<file path="config.mk">
export PLATFORM = sky130hd
export DESIGN_NAME = clic_arbiter
export DESIGN_NICKNAME = d
export VERILOG_FILES = /design/src/rtl/common_pkg.sv /design/src/rtl/clic_prio_stack.sv /design/src/rtl/clic_arbiter.sv
export SDC_FILE = /design/constraint.sdc
export NUM_CORES = 1
export LEC_CHECK = 0
export BUFFER_PORTS_ARGS = -buffer_cell sky130_fd_sc_hd__buf_2
export CAP_MARGIN = 20
export CORE_MARGIN = 8
export CORE_UTILIZATION = 62
export DETAILED_ROUTE_END_ITERATION = 12
export GPL_TIMING_DRIVEN = 0
export PLACE_DENSITY = 0.82
export SKIP_CTS_REPAIR_TIMING = 1
export SLEW_MARGIN = 20
export SYNTH_ARGS = -nofsm -noshare
export SYNTH_HDL_FRONTEND = slang
export SYNTH_SLANG_ARGS = --single-unit
</file>
<file path="constraint.sdc">
create_clock -name clk -period 10.88 [get_ports clk]
set_input_delay 0.544 -clock clk [delete_from_list [all_inputs] [get_ports clk]]
set_output_delay 0.544 -clock clk [all_outputs]
set_load 0.05 [all_outputs]
</file>
<file path="src/rtl/common_pkg.sv">
// Shared widths, bus types and FSM encoding for the CLIC arbiter slice.
package common_pkg;

    localparam int unsigned NR_PRIO_BITS   = 3;
    localparam int unsigned NR_INDEX_BITS  = 2;
    localparam int unsigned N              = 2 ** NR_INDEX_BITS;
    localparam int unsigned STACK_DEPTH    = 2 ** NR_PRIO_BITS - 1;
    localparam int unsigned STACK_PTR_BITS = $clog2(STACK_DEPTH + 1);

    typedef logic [NR_PRIO_BITS-1:0]         Prio;
    typedef logic [NR_INDEX_BITS-1:0]        Index;
    typedef logic [N-1:0][NR_PRIO_BITS-1:0]  PrioEntries;
    typedef logic [N-1:0]                    BitEntries;

    typedef enum logic {
        SCAN = 1'b0,
        REQ  = 1'b1
    } state_e;

endpackage

</file>
<file path="src/rtl/clic_prio_stack.sv">
// LIFO of preempted priority levels; push and pop together replaces the top entry.
module clic_prio_stack
    import common_pkg::*;
(
    input  logic                    clk,
    input  logic                    reset,
    input  logic                    push,
    input  logic                    pop,
    input  logic [NR_PRIO_BITS-1:0] push_data,
    output logic [NR_PRIO_BITS-1:0] top,
    output logic                    empty
);

    logic [STACK_PTR_BITS-1:0] depth_q, depth_d;
    Prio                       mem_q [STACK_DEPTH];
    Prio                       mem_d [STACK_DEPTH];

    assign empty = (depth_q == '0);
    assign top   = empty ? '0 : mem_q[depth_q - STACK_PTR_BITS'(1)];

    always_comb begin
        depth_d = depth_q;
        mem_d   = mem_q;
        if (push && pop && !empty) begin
            mem_d[depth_q - STACK_PTR_BITS'(1)] = push_data;
        end else if (push) begin
            if (depth_q < STACK_PTR_BITS'(STACK_DEPTH)) begin
                mem_d[depth_q] = push_data;
                depth_d        = depth_q + STACK_PTR_BITS'(1);
            end
        end else if (pop && !empty) begin
            depth_d = depth_q - STACK_PTR_BITS'(1);
        end
    end

    always_ff @(posedge clk or posedge reset) begin
        if (reset) begin
            depth_q <= '0;
            for (int i = 0; i < int'(STACK_DEPTH); i++) begin
                mem_q[i] <= '0;
            end
        end else begin
            depth_q <= depth_d;
            mem_q   <= mem_d;
        end
    end

endmodule

</file>
<file path="src/rtl/clic_arbiter.sv">
// Round-robin scanning interrupt arbiter with priority-threshold nesting.
module clic_arbiter
    import common_pkg::*;
(
    input  logic                             clk,
    input  logic                             reset,
    input  logic [N-1:0][NR_PRIO_BITS-1:0]   prio,
    input  logic [N-1:0]                     enabled,
    input  logic [N-1:0]                     pending,
    output logic                             req_valid,
    output logic [NR_INDEX_BITS-1:0]         req_index,
    output logic [NR_PRIO_BITS-1:0]          req_prio,
    input  logic                             ack,
    input  logic                             done,
    output logic                             clear_valid,
    output logic [NR_INDEX_BITS-1:0]         clear_index,
    output logic [NR_PRIO_BITS-1:0]          cur_prio
);

    state_e state_q, state_d;
    Index   idx_q, idx_d;
    logic   best_valid_q, best_valid_d;
    Index   best_idx_q, best_idx_d;
    Prio    best_prio_q, best_prio_d;
    logic   req_valid_q, req_valid_d;
    Index   req_index_q, req_index_d;
    Prio    req_prio_q, req_prio_d;
    logic   clear_valid_q, clear_valid_d;
    Index   clear_index_q, clear_index_d;
    Prio    cur_prio_q, cur_prio_d;

    logic   cand;
    logic   sel_valid;
    Index   sel_idx;
    Prio    sel_prio;
    logic   push_c, pop_c;
    Prio    push_data_c;
    Prio    stack_top;
    logic   stack_empty;

    clic_prio_stack u_stack (
        .clk       (clk),
        .reset     (reset),
        .push      (push_c),
        .pop       (pop_c),
        .push_data (push_data_c),
        .top       (stack_top),
        .empty     (stack_empty)
    );

    // A simultaneous done re-pushes the popped level, so the stack top is preserved.
    assign pop_c       = done && !stack_empty;
    assign push_data_c = pop_c ? stack_top : cur_prio_q;

    always_comb begin
        state_d       = state_q;
        idx_d         = idx_q;
        best_valid_d  = best_valid_q;
        best_idx_d    = best_idx_q;
        best_prio_d   = best_prio_q;
        req_valid_d   = req_valid_q;
        req_index_d   = req_index_q;
        req_prio_d    = req_prio_q;
        clear_valid_d = 1'b0;
        clear_index_d = '0;
        cur_prio_d    = cur_prio_q;
        push_c        = 1'b0;
        cand          = 1'b0;
        sel_valid     = best_valid_q;
        sel_idx       = best_idx_q;
        sel_prio      = best_prio_q;

        if (pop_c) begin
            cur_prio_d = stack_top;
        end

        case (state_q)
            SCAN: begin
                cand = pending[idx_q] && enabled[idx_q] && (prio[idx_q] != '0);
                if (cand && (!best_valid_q || (prio[idx_q] > best_prio_q))) begin
                    sel_valid = 1'b1;
                    sel_idx   = idx_q;
                    sel_prio  = prio[idx_q];
                end
                if (idx_q == Index'(N - 1)) begin
                    idx_d        = '0;
                    best_valid_d = 1'b0;
                    best_idx_d   = '0;
                    best_prio_d  = '0;
                    if (sel_valid && (sel_prio > cur_prio_q)) begin
                        state_d     = REQ;
                        req_valid_d = 1'b1;
                        req_index_d = sel_idx;
                        req_prio_d  = sel_prio;
                    end
                end else begin
                    idx_d        = idx_q + Index'(1);
                    best_valid_d = sel_valid;
                    best_idx_d   = sel_idx;
                    best_prio_d  = sel_prio;
                end
            end
            REQ: begin
                if (ack) begin
                    push_c        = 1'b1;
                    cur_prio_d    = req_prio_q;
                    clear_valid_d = 1'b1;
                    clear_index_d = req_index_q;
                    state_d       = SCAN;
                    idx_d         = '0;
                    req_valid_d   = 1'b0;
                    req_index_d   = '0;
                    req_prio_d    = '0;
                end else if (!(pending[req_index_q] && enabled[req_index_q])) begin
                    state_d     = SCAN;
                    idx_d       = '0;
                    req_valid_d = 1'b0;
                    req_index_d = '0;
                    req_prio_d  = '0;
                end
            end
            default: begin
                state_d = SCAN;
                idx_d   = '0;
            end
        endcase
    end

    always_ff @(posedge clk or posedge reset) begin
        if (reset) begin
            state_q       <= SCAN;
            idx_q         <= '0;
            best_valid_q  <= 1'b0;
            best_idx_q    <= '0;
            best_prio_q   <= '0;
            req_valid_q   <= 1'b0;
            req_index_q   <= '0;
            req_prio_q    <= '0;
            clear_valid_q <= 1'b0;
            clear_index_q <= '0;
            cur_prio_q    <= '0;
        end else begin
            state_q       <= state_d;
            idx_q         <= idx_d;
            best_valid_q  <= best_valid_d;
            best_idx_q    <= best_idx_d;
            best_prio_q   <= best_prio_d;
            req_valid_q   <= req_valid_d;
            req_index_q   <= req_index_d;
            req_prio_q    <= req_prio_d;
            clear_valid_q <= clear_valid_d;
            clear_index_q <= clear_index_d;
            cur_prio_q    <= cur_prio_d;
        end
    end

    assign req_valid   = req_valid_q;
    assign req_index   = req_index_q;
    assign req_prio    = req_prio_q;
    assign clear_valid = clear_valid_q;
    assign clear_index = clear_index_q;
    assign cur_prio    = cur_prio_q;

endmodule

</file>
-- Yosys cells after proc, flatten, opt, wreduce, memory -nomap -nowiden
Index checks and enable logic that the tools add are counted.
- bits in registers: 45
- output and inout bits: 12
- add/subtract/negate cells: 3
- $lt $le $gt $ge: 9
- equality and inequality tests: 5
- multiplexer cells: 63
- bitwise gates (word level): 4
- reductions and logical operators: 22
- operators by type and width (kind ; count):
    $mux W21 ; 3
    $mux W3 ; 19
    $bwmux W21 ; 2
    $demux W3 S3 ; 2
    $mux W2 ; 9
    $mux W1 ; 17
    $logic_and A1 B1 Y1 ; 11
    $bmux W3 S3 ; 1
    $bmux W1 S2 ; 4
    $ge A4 B4 Y1 const B ; 2
    $lt A4 B1 Y1 const B ; 2
    $not A3 Y4 ; 2
    $pmux W2 S2 ; 2
    $bmux W3 S2 ; 1
    $gt A3 B3 Y1 ; 2
    $lt A2 B3 Y1 const B ; 2
    $pmux W3 S2 ; 1
    $reduce_and A3 Y1 ; 2
    $reduce_bool A2 Y1 ; 3
    $ne A2 B2 Y1 const B ; 2
    $pmux W1 S2 ; 2
    $add A3 B1 Y3 const B ; 1
    $logic_not A3 Y1 ; 1
    $lt A3 B3 Y1 const B ; 1
    10 further kinds ; 12

-- Depth between registers and ports, before layout
Gate-level depths: netlist (run 1).
- depth after elaboration: 12
- mapped depth: 15
- gate-level depth less buffers: 13

-- Cells and area by module
Synthesis (run 1) repeated with hierarchy kept, for this count alone.
- cells, all modules: 244
- area, all modules: 2690.1 µm²
- by module, submodules not included (module ; instances ; cells an instance ; area each (µm²) ; seq. area each (µm²)):
    clic_prio_stack ; 1 ; 116 ; 1395.1 ; 600.6
    clic_arbiter ; 1 ; 128 ; 1295.0 ; 525.5

-- Least setup slack after synthesis (run 1)
OpenSTA, ideal clock, no wires.
- kind: input to register
- start: input prio[10] in the netlist's numbering
- end: register req_prio_q[0], in the netlist req_prio[0]
- setup time: 0.078 ns
- data arrival time: 3.427 ns
- required time: 10.802 ns
- slack: 7.375 ns
- stages: 12
- path buffers: 0
- cell sequence: mux4_2 > ha_1 > and3_1 > o21ai_0 > nand4_4 > a22o_1 > ha_1 > nor2_1 > a31oi_1 > nand3_1 > or3_1 > o2bb2ai_1
- cells in the longest elaborated chain, start to end: 11
- elaborated cells on any way between the ends: 18
- classes of those cells: 2 x order compare; 1 x eq/ne; 9 x mux; 6 x reduce/logical
- RTL lines (item ; RTL line ; text):
    start: declaration ; clic_arbiter.sv:7 ; input logic [N-1:0][NR_PRIO_BITS-1:0] prio,
    $bmux W3 S2 * ; clic_arbiter.sv:79, clic_arbiter.sv:80, clic_arbiter.sv:83 ;
    $mux W3 (implied by the code) * ; clic_arbiter.sv:79, clic_arbiter.sv:80, clic_arbiter.sv:83 ;
    $gt A3 B3 Y1 or $reduce_bool A3 Y1 (tied branches) ; clic_arbiter.sv:80, clic_arbiter.sv:79 ;
    $logic_or A1 B1 Y1 or $logic_and A1 B1 Y1 (tied branches) ; clic_arbiter.sv:80, clic_arbiter.sv:79 ;
    $logic_and A1 B1 Y1 ; clic_arbiter.sv:80 ; if (cand && (!best_valid_q || (prio[idx_q] > best_prio_q))) begin
    $mux W3 ; clic_arbiter.sv:80 ;
    $mux W3 ; clic_arbiter.sv:77 ; case (state_q)
    $gt A3 B3 Y1 ; clic_arbiter.sv:90 ; if (sel_valid && (sel_prio > cur_prio_q)) begin
    $logic_and A1 B1 Y1 ; clic_arbiter.sv:90 ;
    $ne A2 B2 Y1 (no source line) ; n/a ;
    $reduce_and A3 Y1 (no source line) ; n/a ;
    end signal: assignment ; clic_arbiter.sv:150 ; req_prio_q <= req_prio_d;
    end: declaration ; clic_arbiter.sv:27 ; Prio req_prio_q, req_prio_d;
Every way passes the cells marked *; elsewhere a longest branch is shown, timed or not. The select of a mux whose other input is x is not followed.
A chain may end at the register's enable or synchronous reset.

-- Worst setup path in the final report (run 1)
- start: register idx_q[0]
- end: register req_index_q[1], in the netlist req_index[1]
- cells in the longest elaborated chain, start to end: 11
- elaborated cells on any way between the ends: 26
- classes of those cells: 2 x order compare; 3 x eq/ne; 14 x mux; 7 x reduce/logical
- RTL lines (item ; RTL line ; text):
    start: declaration ; clic_arbiter.sv:21 ; Index idx_q, idx_d;
    start signal: assignment ; clic_arbiter.sv:144 ; idx_q <= idx_d;
    $bmux W3 S2 or $bmux W1 S2 (tied branches) ; clic_arbiter.sv:79, clic_arbiter.sv:80, clic_arbiter.sv:83 ;
    $mux W3 (implied by the code) or $mux W1 (tied branches) ; clic_arbiter.sv:79, clic_arbiter.sv:80, clic_arbiter.sv:83 ;
    $gt A3 B3 Y1 (tied with other cells) ; clic_arbiter.sv:80 ;
    $logic_or A1 B1 Y1 or $logic_and A1 B1 Y1 (tied branches) ; clic_arbiter.sv:80, clic_arbiter.sv:79 ;
    $logic_and A1 B1 Y1 ; clic_arbiter.sv:80 ;
    $mux W3 ; clic_arbiter.sv:80 ;
    $mux W3 ; clic_arbiter.sv:77 ;
    $gt A3 B3 Y1 ; clic_arbiter.sv:90 ;
    $logic_and A1 B1 Y1 ; clic_arbiter.sv:90 ;
    $ne A2 B2 Y1 (no source line) ; n/a ;
    $reduce_and A3 Y1 (no source line) ; n/a ;
    end signal: assignment ; clic_arbiter.sv:149 ; req_index_q <= req_index_d;
    end: declaration ; clic_arbiter.sv:26 ; Index req_index_q, req_index_d;
Parallel ways exist; a longest one is shown, timed or not. The select of a mux whose other input is x is not followed.

==> results.sh, run 1 <==
export IMPL_ys_warn_count=0
export IMPL_crit_chain="buf_6 -> mux4_2 -> ha_1 -> and3_1 -> o21ai_0 -> nand4_4 -> a22o_1 -> ha_1 -> nor2_1 -> a31oi_1 -> nand3_1 -> or3_1 -> o2bb2ai_1"
export IMPL_timing_critical_path_max_delay_family="simple AND/OR/NAND/NOR gates"
export IMPL_fillerInstances=323
export IMPL_antenna_diode_instance_count=0
export IMPL_rows=24
export IMPL_final_setup_tns_ns=0
export IMPL_grt_total_usage_pct=18.5
export IMPL_max_vdd_ir_drop_mv=0.171
export IMPL_power_share_switching_pct=46.3
export IMPL_worst_ep_arrival_time_ns=4.03
export IMPL_start_kind="register"
export IMPL_root_buffer="clkbuf_8"
export IMPL_ys_types=49
export IMPL_final_layout_size_suffix_gt1_share_pct=31.6
export IMPL_dieHeight_um=81.6
export IMPL_post_synthesis_sequential_element_count=45
export IMPL_synth_cells=242
export IMPL_cts_max_level=2
export IMPL_drv_slew=0
export IMPL_crit_path_max_incr_delay_ns=0.58
export IMPL_slew_headroom_pct=59.1
export IMPL_gp_routability_congestion=0.891
export IMPL_place_port_buffers=35
export IMPL_dr_first_iter_drc_count=84
export IMPL_worst_clock_skew_ns=0.0122
export IMPL_die_area_um2=6660
export IMPL_ys_top_cells_by_area="dfrtp_1 42%, mux2_2 11%, mux4_2 5.1%, ha_1 4.7%, mux2i_1 3.0%"
export IMPL_grt_pass1_vias=2134
export IMPL_netlist_area_um2=2670
export IMPL_grt_ovfl_total=0
export IMPL_cts_reportedPaths_clkPinSlew_ns=0.08
export IMPL_achievable_frequency_ghz=0.262
export IMPL_via_per_inst=6.10
export IMPL_placeableCoreArea_um2=4260
export IMPL_routed_via_count=2055
export IMPL_relative_contribution_of_sequential_cells_to_total_power_pct=29.4
export IMPL_grt_pass1_wl_um=9630
export IMPL_drcViolationCount=0
export IMPL_synth_edff_count=0
export IMPL_postSynthAreaPerCell_um2=11.0
export IMPL_power_density_nw_per_um2=295
export IMPL_routedWlPerCell_um=17.0
export IMPL_power_internal_uw=477
export IMPL_clkLatencyLatePin_ns=0.30
export IMPL_hold_worst_slack_ns=0.174
export IMPL_synth_nets=276
export IMPL_timing_critical_path_slowest_stage_cell="mux4_2"
export IMPL_yosys_most_used_dff="dfrtp_1"
export IMPL_cp_required_ns=11.10
export IMPL_syn_to_final_growth_pct=13.0
export IMPL_postSynth_asyncResetShare_pct=100
export IMPL_antenna_violations_before_repair=0
export IMPL_synth_seq_area_share_pct=42.2
export IMPL_cts_buffers=5
export IMPL_finalWorstPathRequiredPeriod_ns=3.82
export IMPL_min_path_type="input pin to async pin"
export IMPL_power_clock_fraction_pct=11.8
export IMPL_outcome="finished, final reports clean"
export IMPL_dp_worst_setup_slack_ns=7.01
export IMPL_setup_ws_ns=7.06
export IMPL_path_max_fanout=9
export IMPL_tightestPinTransition_ns=0.613
export IMPL_design_area_um2=3020
export IMPL_maximum_number_of_pins_on_one_net_before_global_route_repair=36
export IMPL_i_o_pins=36
export IMPL_cts_root_to_sink_buffers=2
export IMPL_final_nets=319
export IMPL_setup_viol_count_final=0
export IMPL_antenna_violating_nets_post_route=0
export IMPL_post_dp_cell_area_um2=2930
export IMPL_die_width_um=81.6
export IMPL_total_power_of_the_final_layout_uw=889
export IMPL_netSwitchingPower_uw=412
export IMPL_pwr_share_comb_pct=58.8
export IMPL_p_leak_uw=0.00146
export IMPL_drt_first_pass_iters=4
export IMPL_worst_setup_path_type="register to register"
export IMPL_worst_path_buf_inv=1
export IMPL_rsz0062_at_grt="no"
export IMPL_hpwl_um=4440
export IMPL_tritoncts="yes"
export IMPL_post_route_fraction_of_the_period_consumed_by_the_critical_path_pct=35.1
export IMPL_crit_path_end_kind="register"
export IMPL_synthDominantAreaCellType="dfrtp_1"
export IMPL_maxCapViolCount=0
export IMPL_floorplan_initialDensity_pct=62.6
export IMPL_cts_sink_count=45
export IMPL_critical_path_top_cell_by_count="ha_1"
export IMPL_hold_violations=0
export IMPL_postRouteWirelength_um=5720
export IMPL_synth_top_cell_area_share_pct=42.2
-- routing by layer --
metal  routed length, µm  vias up  GRT usage [%]
met2                3040       42           33.7
met1                2400     1020           20.5
met4                 103        0           7.37
met3                 176        8           4.16
li1                    -      985              -
met5                   0        -              0
-- cell usage in the layout (no fill, tap or decap), types with 6 or more instances in the layout --
master / instances
nand2_1: 14
mux2i_1: 8
dfrtp_1: 45
o21ai_0: 6
nor2_1: 13
ha_1: 10
clkbuf_1: 7
nand4_1: 7
clkbuf_8: 6
mux4_2: 6
nand3_1: 6
a21oi_1: 7
buf_2: 39
mux2_2: 25
inv_1: 18
-- registers in the layout, indices dropped and copies added, names as in the netlist --
name / flops
u_stack.mem_q: 21
best_prio_q: 3
cur_prio: 3
req_prio: 3
u_stack.depth_q: 3
best_idx_q: 2
clear_index: 2
idx_q: 2
req_index: 2
best_valid_q: 1
clear_valid: 1
req_valid: 1
state_q: 1
-- kinds of logic after synthesis --
group	after synthesis	synth area share (%)
simple gates	64	13.7
mux	40	19.6
flops	45	42.2
buf+inv	32	5.25
compound gates	48	13.3
fa+ha+maj	10	4.69
xor+xnor	3	1.27
-- through the flow --
step           utilization, %  instances
6_report                 70.7        337
5_1_grt                  70.7        337
4_1_cts                  70.7        337
3_5_place_dp             68.7        330
3_3_place_gp             68.2        329
2_1_floorplan               -        242
-- power groups by stage --
stage | Combinational, µW | Clock [µW] | Sequential, µW
final | 523 | 105 | 262
after global routing | 570 | 112 | 269
after CTS | 524 | 107 | 262
after detailed placement | 522 | 0 | 266
after global placement | 507 | 0 | 263
after floorplan | 368 | 0 | 301
-- cell usage after synthesis (2+ instances only) --
master,instances
a21o_1,2
a21oi_1,7
a21oi_2,2
a22o_1,4
a22oi_1,3
a311oi_1,3
a31oi_1,4
a41o_1,2
and2_0,3
and3_1,3
buf_2,4
buf_6,2
clkbuf_1,6
dfrtp_1,45
ha_1,10
inv_1,19
mux2_2,25
mux2i_1,8
mux4_2,6
nand2_1,14
nand3_1,6
nand4_1,7
nand4_4,2
nor2_1,13
nor3_1,3
nor4_1,2
o21ai_0,6
o2bb2ai_1,4
o31ai_2,2
or3_1,3
or4_1,3
xnor2_1,2
-- final timing paths --
path	from	cells past startpoint	slack (ns)	to
min in group clk	req_valid$_DFFE_PP0P_	1	0.48	req_valid$_DFFE_PP0P_
max	idx_q[0]$_DFFE_PP0P_	13	7.06	req_index[1]$_DFFE_PP0P_
max in group asynchronous	reset	3	10.25	cur_prio[1]$_DFF_PP0_
min reg2reg	req_valid$_DFFE_PP0P_	1	0.48	req_valid$_DFFE_PP0P_
min	reset	2	0.17	u_stack.depth_q[1]$_DFFE_PP0P_
max reg2reg	idx_q[0]$_DFFE_PP0P_	13	7.06	req_index[1]$_DFFE_PP0P_
-- final cells by class --
class,count,area [µm²],share of cell area (%)
timing repair buffer,36,195,6.47
clock buffer,7,86.3,2.86
multi-input combinational,165,1400,46.5
buffer,12,65.1,2.16
inverter,20,75.1,2.49
sequential,45,1130,37.3
tap,52,65.1,2.16
(Power assumes the default switching activity.)
==> run 2: changes to the inputs <==
Settings changed: CORE_UTILIZATION 62 to 57, PLACE_DENSITY 0.82 to 0.76.
Clock period 10.88 ns to 3.8 ns, I/O delays scaled along.
==> results.sh, run 2 (synthesized netlist as in run 1, its figures left out) <==
export IMPL_outcome="finished, final reports clean"
export IMPL_postRouteWirelength_um=6050
export IMPL_root_buffer="clkbuf_8"
export IMPL_worst_ep_arrival_time_ns=3.84
export IMPL_hpwl_um=4650
export IMPL_syn_to_final_growth_pct=16.2
export IMPL_die_area_um2=7130
export IMPL_p_leak_uw=0.00150
export IMPL_antenna_violations_before_repair=0
export IMPL_setup_viol_count_final=0
export IMPL_grt_pass1_wl_um=10200
export IMPL_maximum_number_of_pins_on_one_net_before_global_route_repair=35
export IMPL_start_kind="register"
export IMPL_rows=25
export IMPL_netSwitchingPower_uw=1220
export IMPL_achievable_frequency_ghz=0.276
export IMPL_path_max_fanout=9
export IMPL_cts_sink_count=45
export IMPL_dr_first_iter_drc_count=116
export IMPL_most_flop_heavy_register="u_stack.mem_q"
export IMPL_regToRegEndpoint="req_prio[0]$_DFFE_PP0P_"
export IMPL_power_share_switching_pct=44.8
export IMPL_place_port_buffers=35
export IMPL_clkLatencyLatePin_ns=0.30
export IMPL_hold_depth=2
export IMPL_routed_via_count=2105
export IMPL_routedWlPerCell_um=17.7
export IMPL_final_core_util_pct=67.0
export IMPL_drv_slew=0
export IMPL_cts_reportedPaths_clkPinSlew_ns=0.09
export IMPL_reg2reg_setup_slack_ns=0.18
export IMPL_drcViolationCount=0
export IMPL_hold_violations=0
export IMPL_cp_required_ns=4.02
export IMPL_worst_setup_path_type="register to register"
export IMPL_layout_cells_most_common_list="45 x dfrtp_1, 39 x buf_2, 25 x mux2_2"
export IMPL_die_width_um=84.4
export IMPL_max_vdd_ir_drop_mv=0.398
export IMPL_rsz0062_at_grt="yes"
export IMPL_grt_pass1_vias=2229
export IMPL_placeableCoreArea_um2=4630
export IMPL_grt_total_usage_pct=17.5
export IMPL_final_layout_size_suffix_gt1_share_pct=33.3
export IMPL_maxCapViolCount=0
export IMPL_r2r_cells=13
export IMPL_dieHeight_um=84.4
export IMPL_min_path_type="input pin to register"
export IMPL_finalWorstPathRequiredPeriod_ns=3.62
export IMPL_floorplan_initialDensity_pct=57.6
export IMPL_sequential_cell_area_um2=1130
export IMPL_antenna_diode_instance_count=0
export IMPL_worst_clock_skew_ns=0.00710
export IMPL_antenna_violating_nets_post_route=0
export IMPL_cts_max_level=2
export IMPL_fillerInstances=386
export IMPL_relative_contribution_of_sequential_cells_to_total_power_pct=27.7
export IMPL_tritoncts="yes"
export IMPL_crit_path_end_kind="register"
export IMPL_tightestPinTransition_ns=0.690
export IMPL_final_nets=321
export IMPL_final_setup_tns_ns=0
export IMPL_via_per_inst=6.15
export IMPL_largest_register_ff_count=21
export IMPL_regToRegStartpoint="idx_q[0]$_DFFE_PP0P_"
export IMPL_multi_input_comb_area_um2=1420
export IMPL_holdCritStartpoint="ack"
export IMPL_layout_commonest_cell="dfrtp_1"
export IMPL_power_density_nw_per_um2=881
export IMPL_power_clock_fraction_pct=16.0
export IMPL_gp_routability_congestion=0.852
export IMPL_post_route_fraction_of_the_period_consumed_by_the_critical_path_pct=95.3
export IMPL_cts_root_to_sink_buffers=2
export IMPL_drt_first_pass_iters=4
export IMPL_slew_headroom_pct=54.0
export IMPL_cts_buffers=5
export IMPL_power_internal_uw=1510
export IMPL_pwr_share_comb_pct=56.4
export IMPL_i_o_pins=36
export IMPL_grt_ovfl_total=0
export IMPL_destination_of_the_worst_hold_path="clear_index[1]$_DFF_PP0_"
## run 2: worst max-delay path by stage
stage / endpoint / start / depth (start not counted) / slack, ns
3_3_place_gp: req_prio[0]$_DFFE_PP0P_ / idx_q[0]$_DFFE_PP0P_ / 13 / 0.05
6_report: req_prio[0]$_DFFE_PP0P_ / idx_q[0]$_DFFE_PP0P_ / 13 / 0.18
2_1_floorplan: req_prio[0]$_DFFE_PP0P_ / idx_q[0]$_DFFE_PP0P_ / 13 / 0.33
4_1_cts: req_prio[0]$_DFFE_PP0P_ / idx_q[0]$_DFFE_PP0P_ / 13 / -0.09
5_1_grt: req_prio[1]$_DFFE_PP0P_ / idx_q[0]$_DFFE_PP0P_ / 13 / -0.03
3_5_place_dp: req_prio[0]$_DFFE_PP0P_ / idx_q[0]$_DFFE_PP0P_ / 13 / -0.07
## run 2: cell type report
type	instances	area share, %
clock inverters	3	2.22
inverters	20	2.42
flip-flops and latches	45	36.3
multi-input cells	165	45.7
plain buffers	12	2.10
clock buffers	5	2.22
repair buffers	38	6.86
well taps	54	2.18
## run 2: stage by stage
stage / hold slack (ns) / total power (µW) / instances / setup slack [ns] / instance area (µm²)
CTS: -0.177 / 2700 / 340 / -0.0904 / 3070
global placement: 0.461 / 2220 / 331 / 0.0452 / 2910
detailed placement: 0.146 / 2260 / 332 / -0.0724 / 2930
floorplan: 0.357 / 1920 / 242 / 0.325 / 2670
global route: 0.179 / 2930 / 342 / -0.0275 / 3100
finish: 0.166 / 2730 / 342 / 0.180 / 3100
## run 2: routing by layer
layer	GRT usage, %	vias up	wire, µm
li1	-	985	-
met5	0	-	0
met2	32.2	53	3310
met4	4.69	0	45
met1	19.8	1063	2480
met3	3.51	4	222
## run 2: power by group through the flow
stage	Combinational (µW)	Sequential [µW]	Clock, µW
3_3_place_gp	1460	757	0
2_1_floorplan	1050	862	0
4_1_cts	1500	755	442
6_report	1540	756	437
5_1_grt	1690	780	458
3_5_place_dp	1500	765	0
## run 2: worst max-delay path, stage by stage (launching register included)
cell	delay (ns)
dfrtp_1	0.38
buf_6	0.15
mux4_2	0.57
ha_1	0.32
and3_1	0.20
o21ai_2	0.22
nand4_4	0.21
a22o_1	0.26
ha_1	0.31
nor2_1	0.05
a31oi_2	0.17
nand3_1	0.12
or3_4	0.41
o2bb2ai_1	0.16
